$ cat config.mk
export PLATFORM = sky130hd
export DESIGN_NAME = pc_gen_flat
export DESIGN_NICKNAME = d
export VERILOG_FILES = /design/src/rtl/pc_pkg.sv /design/src/rtl/pc_gen_if.sv /design/src/rtl/pc_gen_ras_stack.sv /design/src/rtl/pc_gen.sv /design/src/flat_wrapper.sv
export SDC_FILE = /design/constraint.sdc
export NUM_CORES = 1
export LEC_CHECK = 0
export BUFFER_PORTS_ARGS = -buffer_cell sky130_fd_sc_hd__buf_2
export CORE_UTILIZATION = 25
export DETAILED_ROUTE_END_ITERATION = 12
export PLACE_DENSITY_LB_ADDON = 0.15
export SETUP_SLACK_MARGIN = 0.2
export SYNTH_ARGS = -nofsm -noshare
export SYNTH_HDL_FRONTEND = slang
export SYNTH_SLANG_ARGS = --single-unit
$ cat constraint.sdc
create_clock -name clk -period 7.8 [get_ports clk]
set_input_delay 0 -clock clk [delete_from_list [all_inputs] [get_ports clk]]
set_output_delay 0 -clock clk [all_outputs]
set_load 0.005 [all_outputs]
$ cat src/rtl/pc_pkg.sv
// Shared types for the program-counter generator: jump/branch classes and the
// fixed instruction size.
package pc_pkg;

    typedef enum logic [2:0] {
        JMP_NONE = 3'd0,
        JMP_JAL  = 3'd1,
        JMP_JALR = 3'd2,
        JMP_BEQ  = 3'd3,
        JMP_BNE  = 3'd4,
        JMP_BLT  = 3'd5,
        JMP_BGE  = 3'd6,
        JMP_RSVD = 3'd7
    } jmp_t;

    localparam int INSN_BYTES = 4;

endpackage

$ cat src/rtl/pc_gen_if.sv
// Bundle between decode/execute, fetch and the PC generator. The master side
// supplies branch information; the slave side (pc_gen) returns PC and RAS state.
interface pc_gen_if
    import pc_pkg::*;
#(
    parameter int XLEN = 32
) ();

    logic            stay;
    jmp_t            branch_type;
    logic            alu_zero;
    logic            alu_lt;
    logic [XLEN-1:0] pc_offset;
    logic [XLEN-1:0] target_pc;
    logic            rd_link;
    logic            rs1_link;
    logic            trap_req;
    logic [XLEN-1:0] trap_vec;

    logic [XLEN-1:0] pc;
    logic [XLEN-1:0] return_pc;
    logic [XLEN-1:0] ras_top;
    logic            ras_valid;
    logic            misalign;
    logic [XLEN-1:0] misalign_addr;
    logic            ras_miss;

    modport master (
        output stay, branch_type, alu_zero, alu_lt, pc_offset, target_pc,
               rd_link, rs1_link, trap_req, trap_vec,
        input  pc, return_pc, ras_top, ras_valid, misalign, misalign_addr, ras_miss
    );

    modport slave (
        input  stay, branch_type, alu_zero, alu_lt, pc_offset, target_pc,
               rd_link, rs1_link, trap_req, trap_vec,
        output pc, return_pc, ras_top, ras_valid, misalign, misalign_addr, ras_miss
    );

endinterface

$ cat src/rtl/pc_gen_ras_stack.sv
// Return-address stack with a circular top pointer: pushing when full silently
// overwrites the oldest entry, popping when empty is a no-op.
module ras_stack #(
    parameter int XLEN      = 32,
    parameter int RAS_DEPTH = 4
) (
    input  logic            clk,
    input  logic            rst,
    input  logic            push,
    input  logic            pop,
    input  logic            replace,
    input  logic [XLEN-1:0] data,
    output logic [XLEN-1:0] top,
    output logic            valid
);

    localparam int PTR_W = (RAS_DEPTH > 1) ? $clog2(RAS_DEPTH) : 1;
    localparam int CNT_W = $clog2(RAS_DEPTH + 1);
    localparam logic [CNT_W-1:0] FULL = CNT_W'(RAS_DEPTH);

    logic [XLEN-1:0]  entries [RAS_DEPTH];
    logic [PTR_W-1:0] sp;
    logic [PTR_W-1:0] sp_inc;
    logic [PTR_W-1:0] sp_dec;
    logic [CNT_W-1:0] count;

    assign sp_inc = sp + PTR_W'(1);
    assign sp_dec = sp - PTR_W'(1);
    assign valid  = (count != '0);
    assign top    = valid ? entries[sp] : '0;

    // Control state: pointer and occupancy
    always_ff @(posedge clk) begin
        if (rst) begin
            sp    <= '0;
            count <= '0;
        end else if (push) begin
            sp    <= sp_inc;
            count <= (count == FULL) ? count : count + CNT_W'(1);
        end else if (pop && valid) begin
            sp    <= sp_dec;
            count <= count - CNT_W'(1);
        end
    end

    // Entry storage carries no reset; stale slots are masked by the count
    always_ff @(posedge clk) begin
        if (!rst) begin
            if (push) begin
                entries[sp_inc] <= data;
            end else if (replace) begin
                entries[sp] <= data;
            end
        end
    end

endmodule

$ cat src/rtl/pc_gen.sv
// Fetch PC register and next-PC selection: branch resolution, trap redirect,
// misaligned-target detection and return-address prediction.
module pc_gen
    import pc_pkg::*;
#(
    parameter int              XLEN         = 32,
    parameter logic [XLEN-1:0] RESET_VECTOR = '0,
    parameter int              RAS_DEPTH    = 4
) (
    input logic   clk,
    input logic   rst,
    pc_gen_if.slave bus
);

    logic [XLEN-1:0] pc_q;
    logic [XLEN-1:0] seq_pc;
    logic [XLEN-1:0] target;
    logic            taken;
    logic            is_jal;
    logic            is_jalr;
    logic            misaligned;
    logic            ras_en;
    logic            ras_push;
    logic            ras_pop;
    logic            ras_replace;
    logic            miss_next;
    logic [XLEN-1:0] ras_top;
    logic            ras_valid;
    logic            misalign_q;
    logic [XLEN-1:0] misalign_addr_q;
    logic            ras_miss_q;
    logic            unused_target_lsb;

    // JALR clears bit 0 of its target, so that input bit is never observed
    assign unused_target_lsb = bus.target_pc[0];

    assign seq_pc  = pc_q + XLEN'(INSN_BYTES);
    assign is_jal  = (bus.branch_type == JMP_JAL);
    assign is_jalr = (bus.branch_type == JMP_JALR);

    always_comb begin
        taken = 1'b0;
        case (bus.branch_type)
            JMP_JAL, JMP_JALR: taken = 1'b1;
            JMP_BEQ:           taken = bus.alu_zero;
            JMP_BNE:           taken = !bus.alu_zero;
            JMP_BLT:           taken = bus.alu_lt;
            JMP_BGE:           taken = !bus.alu_lt;
            default:           taken = 1'b0;
        endcase
    end

    assign target     = is_jalr ? {bus.target_pc[XLEN-1:1], 1'b0} : pc_q + bus.pc_offset;
    assign misaligned = taken && target[1];

    // RAS only moves on a jump that actually commits this cycle
    assign ras_en      = (is_jal || is_jalr) && !bus.trap_req && !bus.stay && !misaligned;
    assign ras_push    = ras_en && bus.rd_link && !(is_jalr && bus.rs1_link);
    assign ras_pop     = ras_en && is_jalr && bus.rs1_link && !bus.rd_link;
    assign ras_replace = ras_en && is_jalr && bus.rs1_link && bus.rd_link;
    assign miss_next   = (ras_pop || ras_replace) && ras_valid && (target != ras_top);

    ras_stack #(
        .XLEN      (XLEN),
        .RAS_DEPTH (RAS_DEPTH)
    ) u_ras (
        .clk     (clk),
        .rst     (rst),
        .push    (ras_push),
        .pop     (ras_pop),
        .replace (ras_replace),
        .data    (seq_pc),
        .top     (ras_top),
        .valid   (ras_valid)
    );

    // PC register and event outputs; pulses default low every cycle
    always_ff @(posedge clk) begin
        if (rst) begin
            pc_q            <= RESET_VECTOR;
            misalign_q      <= 1'b0;
            misalign_addr_q <= '0;
            ras_miss_q      <= 1'b0;
        end else begin
            misalign_q <= 1'b0;
            ras_miss_q <= 1'b0;
            if (bus.trap_req) begin
                pc_q <= bus.trap_vec;
            end else if (bus.stay) begin
                pc_q <= pc_q;
            end else if (misaligned) begin
                pc_q            <= bus.trap_vec;
                misalign_q      <= 1'b1;
                misalign_addr_q <= target;
            end else begin
                pc_q       <= taken ? target : seq_pc;
                ras_miss_q <= miss_next;
            end
        end
    end

    assign bus.pc            = pc_q;
    assign bus.return_pc     = seq_pc;
    assign bus.ras_top       = ras_top;
    assign bus.ras_valid     = ras_valid;
    assign bus.misalign      = misalign_q;
    assign bus.misalign_addr = misalign_addr_q;
    assign bus.ras_miss      = ras_miss_q;

endmodule

$ cat src/flat_wrapper.sv
// flat-port wrapper written by rule: the top's interface ports become plain ports
module pc_gen_flat import pc_pkg::*;
#(
    parameter int              XLEN         = 32,
    parameter logic [XLEN-1:0] RESET_VECTOR = '0,
    parameter int              RAS_DEPTH    = 4
)
  (clk, rst, bus_stay, bus_branch_type, bus_alu_zero, bus_alu_lt, bus_pc_offset, bus_target_pc, bus_rd_link, bus_rs1_link, bus_trap_req, bus_trap_vec, bus_pc, bus_return_pc, bus_ras_top, bus_ras_valid, bus_misalign, bus_misalign_addr, bus_ras_miss);
  pc_gen_if #(.XLEN(XLEN)) bus_i ();
  input logic clk;
  input logic rst;
  input wire logic [$bits(bus_i.stay)-1:0] bus_stay;
  input wire logic [$bits(bus_i.branch_type)-1:0] bus_branch_type;
  input wire logic [$bits(bus_i.alu_zero)-1:0] bus_alu_zero;
  input wire logic [$bits(bus_i.alu_lt)-1:0] bus_alu_lt;
  input wire logic [$bits(bus_i.pc_offset)-1:0] bus_pc_offset;
  input wire logic [$bits(bus_i.target_pc)-1:0] bus_target_pc;
  input wire logic [$bits(bus_i.rd_link)-1:0] bus_rd_link;
  input wire logic [$bits(bus_i.rs1_link)-1:0] bus_rs1_link;
  input wire logic [$bits(bus_i.trap_req)-1:0] bus_trap_req;
  input wire logic [$bits(bus_i.trap_vec)-1:0] bus_trap_vec;
  output wire logic [$bits(bus_i.pc)-1:0] bus_pc;
  output wire logic [$bits(bus_i.return_pc)-1:0] bus_return_pc;
  output wire logic [$bits(bus_i.ras_top)-1:0] bus_ras_top;
  output wire logic [$bits(bus_i.ras_valid)-1:0] bus_ras_valid;
  output wire logic [$bits(bus_i.misalign)-1:0] bus_misalign;
  output wire logic [$bits(bus_i.misalign_addr)-1:0] bus_misalign_addr;
  output wire logic [$bits(bus_i.ras_miss)-1:0] bus_ras_miss;
  assign bus_i.stay = bus_stay;
  assign bus_i.branch_type = bus_branch_type;
  assign bus_i.alu_zero = bus_alu_zero;
  assign bus_i.alu_lt = bus_alu_lt;
  assign bus_i.pc_offset = bus_pc_offset;
  assign bus_i.target_pc = bus_target_pc;
  assign bus_i.rd_link = bus_rd_link;
  assign bus_i.rs1_link = bus_rs1_link;
  assign bus_i.trap_req = bus_trap_req;
  assign bus_i.trap_vec = bus_trap_vec;
  assign bus_pc = bus_i.pc;
  assign bus_return_pc = bus_i.return_pc;
  assign bus_ras_top = bus_i.ras_top;
  assign bus_ras_valid = bus_i.ras_valid;
  assign bus_misalign = bus_i.misalign;
  assign bus_misalign_addr = bus_i.misalign_addr;
  assign bus_ras_miss = bus_i.ras_miss;
  pc_gen #(.XLEN(XLEN), .RESET_VECTOR(RESET_VECTOR), .RAS_DEPTH(RAS_DEPTH)) u_core (.clk(clk), .rst(rst), .bus(bus_i));
endmodule
==> insert_results.sql <==
INSERT INTO impl_metrics (metric_group, metric, value, unit) VALUES
('floorplan', 'pin_count', '238', ''),
('floorplan', 'die_x_extent', '214', 'um'),
('hold_path', 'hp-class', 'primary input to flop', ''),
('critical_path', 'critical_path_peak_fanout', '8', ''),
('logic_synthesis', 'cell_area_after_synthesis', '0.0112', 'mm2'),
('pwr', 'p_leak', '5.79', 'nW'),
('finish', 'layout.core_utilization', '0.329', ''),
('route', 'vias_per_cell', '4.86', ''),
('timing', 'fmax_achieved', '218', 'MHz'),
('logic_synthesis', 'synth_top_cells_by_count', 'sky130_fd_sc_hd__nor2_1 (136), sky130_fd_sc_hd__edfxtp_1 (128), sky130_fd_sc_hd__nand2_1 (96)', ''),
('finish', 'areaGrowthSynthToFinish', '30.0', '%'),
('floorplan', 'core', '0.0442', 'mm2'),
('finish', 'nets', '1500', ''),
('timing', 'min_period', '4590', 'ps'),
('logic_synthesis', 'ys_dominant_reg_cell', 'sky130_fd_sc_hd__edfxtp_1', ''),
('floorplan', 'floorplan.die_area', '0.0456', 'mm2'),
('timing', 'final_max_slew_viols', '0', ''),
('global_routing', 'grt_usage', '0.191', ''),
('route', 'drc_errors', '0', ''),
('route', 'maxUsedRoutingLayer', 'met5', ''),
('route', 'vias', '9588', ''),
('timing', 'timing.slew.headroom', '0.408', ''),
('route', 'first_pass_iters', '5', ''),
('global_routing', 'antenna_found_initial', '2', ''),
('pwr', 'pwr_density_cell', '221', 'mW/mm2'),
('timing', 'fin_worst_skew', '20.9', 'ps'),
('placed_design', 'post-dp-hpwl', '33200', 'um'),
('critical_path', 'arrival_time_of_the_worst_setup_path', '5030', 'ps'),
('floorplan', 'floorplan.initialDensity', '0.253', ''),
('finish', 'number_of_fill_cells_in_the_layout', '4552', ''),
('clock_network', 'postCtsResizedCells', '0', ''),
('route', 'drt_iter0_drc', '708', ''),
('logic_synthesis', 'ys_seq_area_frac', '0.474', ''),
('route', 'route.layer.met1.wl', '19500', 'um'),
('timing', 'finalCritPeriodShare', '0.588', ''),
('logic_synthesis', 'synth.lib_cells_used.distinct', '68', ''),
('finish', 'sequential_cell_area', '0.00531', 'mm2'),
('placed_design', 'finalWeightedCongestion', '0.855', ''),
('placed_design', 'io_buffer_count', '236', ''),
('clock_network', 'ctsLongestPathBuffers', '3', ''),
('clock_network', 'clk_pin_slew_worst_paths', '60', 'ps'),
('critical_path', 'worst_setup_path_start_kind', 'flop', ''),
('timing', 'timing.final.setup_violations', '0', ''),
('status', 'status', 'finished clean', ''),
('global_routing', 'grt_start_max_net_pins', '55', ''),
('placed_design', 'setup_slack_placement', '3210', 'ps'),
('logic_synthesis', 'instance_count_of_the_mapped_netlist', '1075', ''),
('floorplan', 'die-height', '214', 'um'),
('clock_network', 'clk-insertion-delay-late', '550', 'ps'),
('clock_network', 'tritoncts_num_sinks', '201', ''),
('global_routing', 'grt_first_pass_wirelength', '63000', 'um'),
('global_routing', 'globalRoute.totalOverflow', '0', ''),
('logic_synthesis', 'post-synth-top-count-cell', 'sky130_fd_sc_hd__nor2_1', ''),
('run', 'drv.max_cap_violation_count', '0', ''),
('critical_path', 'timing.setup.critical_path_class', 'flop to flop', ''),
('global_routing', 'vias_in_the_first_global_route', '9357', ''),
('clock_network', 'cts_inserted_buffers', '26', ''),
('finish', 'proportion_of_layout_cells_with_a_drive_suffix_above_1', '0.254', ''),
('logic_synthesis', 'synth_edf_count', '128', ''),
('finish', 'multi_input_area', '0.00559', 'mm2'),
('route', 'routed_wire_length_per_instance', '22.5', 'um'),
('clock_network', 'root_buffer', 'sky130_fd_sc_hd__clkbuf_16', ''),
('timing', 'report.final.hold_viol_count', '0', ''),
('logic_synthesis', 'synth_seq_cells', '201', ''),
('route', 'routed-wl-met3', '2630', 'um'),
('critical_path', 'timing.critical_path.required', '8240', 'ps'),
('clock_network', 'cts_htree_levels', '1', ''),
('logic_synthesis', 'synth-async-reset-ratio', '0', ''),
('timing', 'worst_slew_pin_slew', '887', 'ps'),
('pwr', 'vdd.ir_drop.worst', '0.160', 'mV'),
('logic_synthesis', 'post_synth.cell_area_avg', '10.4', 'um2');
## critical path, cell delays in order, from the launching register on
cell and delay [ps]:
sky130_fd_sc_hd__dfxtp_1 560, sky130_fd_sc_hd__ha_1 260, sky130_fd_sc_hd__inv_1 60, sky130_fd_sc_hd__fa_1 370, sky130_fd_sc_hd__nor2b_1 200, sky130_fd_sc_hd__o31a_1 230
sky130_fd_sc_hd__a31oi_1 230, sky130_fd_sc_hd__a21oi_1 270, sky130_fd_sc_hd__a21oi_1 120, sky130_fd_sc_hd__xnor2_1 130, sky130_fd_sc_hd__mux2i_1 580, sky130_fd_sc_hd__xnor2_1 150
sky130_fd_sc_hd__or4_1 530, sky130_fd_sc_hd__or4_1 470, sky130_fd_sc_hd__o31a_1 320
## kinds of logic after synthesis
| family | after synthesis | share of synthesized area |
|---|---|---|
| xor gates and xnor gates | 89 | 0.0697 |
| AOI/OAI and AO/OA | 249 | 0.147 |
| DFF | 201 | 0.474 |
| adders and majority gates | 34 | 0.0394 |
| and+or+nand+nor | 371 | 0.155 |
| muxes | 51 | 0.0847 |
| buffers and inverters | 80 | 0.0303 |
## state kept, by name, indices dropped and copies added (netlist names), named ones only
name,flops
u_core.bus.misalign,1
u_core.bus.misalign_addr,32
u_core.bus.pc,32
u_core.bus.ras_miss,1
u_core.u_ras.count,3
u_core.u_ras.entries,128
u_core.u_ras.sp,2
## power by group
group	internal (mW)	switching (mW)	total, mW	leakage, nW
Sequential	1.17	0.0555	1.23	1.78
Clock	0.764	0.500	1.26	0.430
Combinational	0.276	0.441	0.717	3.58
Total	2.21	0.996	3.21	5.79
## through the flow
stage                     total power, mW  std cells
after floorplan                      1.64       1075
after global placement               1.94       1864
after detailed placement             1.95       1864
after CTS                            3.25       1971
after global routing                 3.36       1972
final                                3.21       1972
## per-layer routing
layer / vias up / GRT usage
met3: 53 / 0.0390
met4: 2 / 0.0589
li1: 4591 / -
met2: 304 / 0.316
met5: - / 0
met1: 4638 / 0.250
## layout make-up
class / instances / area share
well taps: 592 / 0.0509
diodes: 1 / 0.000172
repair buffers: 316 / 0.133
clock inverters: 21 / 0.0157
multi-input cells: 794 / 0.384
flip-flops and latches: 201 / 0.365
inverters: 20 / 0.00516
clock buffers: 27 / 0.0465
## cells in the final DEF (no fill, tap or decap), types with 41 or more instances in the layout
cell,Yosys,final
sky130_fd_sc_hd__a211oi_1,54,54
sky130_fd_sc_hd__a21oi_1,68,67
sky130_fd_sc_hd__buf_2,6,236
sky130_fd_sc_hd__dfxtp_1,73,72
sky130_fd_sc_hd__dlygate4sd3_1,0,59
sky130_fd_sc_hd__edfxtp_1,128,128
sky130_fd_sc_hd__nand2_1,96,96
sky130_fd_sc_hd__nor2_1,136,133
sky130_fd_sc_hd__o21ai_0,41,41
sky130_fd_sc_hd__xnor2_1,49,49
## final timing paths
kind                            depth (start not counted)                                      start  slack (ps)                                         to
worst max-delay path                                   14              u_core.bus.pc[0]$_SDFFE_PP0P_        3210             u_core.bus.ras_miss$_SDFF_PP0_
worst min-delay path                                    4                               bus_rs1_link          30             u_core.bus.ras_miss$_SDFF_PP0_
worst max register to register                         14              u_core.bus.pc[0]$_SDFFE_PP0P_        3210             u_core.bus.ras_miss$_SDFF_PP0_
worst min register to register                          2  u_core.bus.misalign_addr[31]$_SDFFE_PP0P_         450  u_core.bus.misalign_addr[31]$_SDFFE_PP0P_
## timing repair
| action | in CTS | in global routing |
|---|---|---|
| hold buffers | 59 | 0 |
| buffers inserted | 0 | 0 |
| endpoints found under the hold margin | 53 | 0 |
No activity file was read; power rests on OpenSTA's default activity.
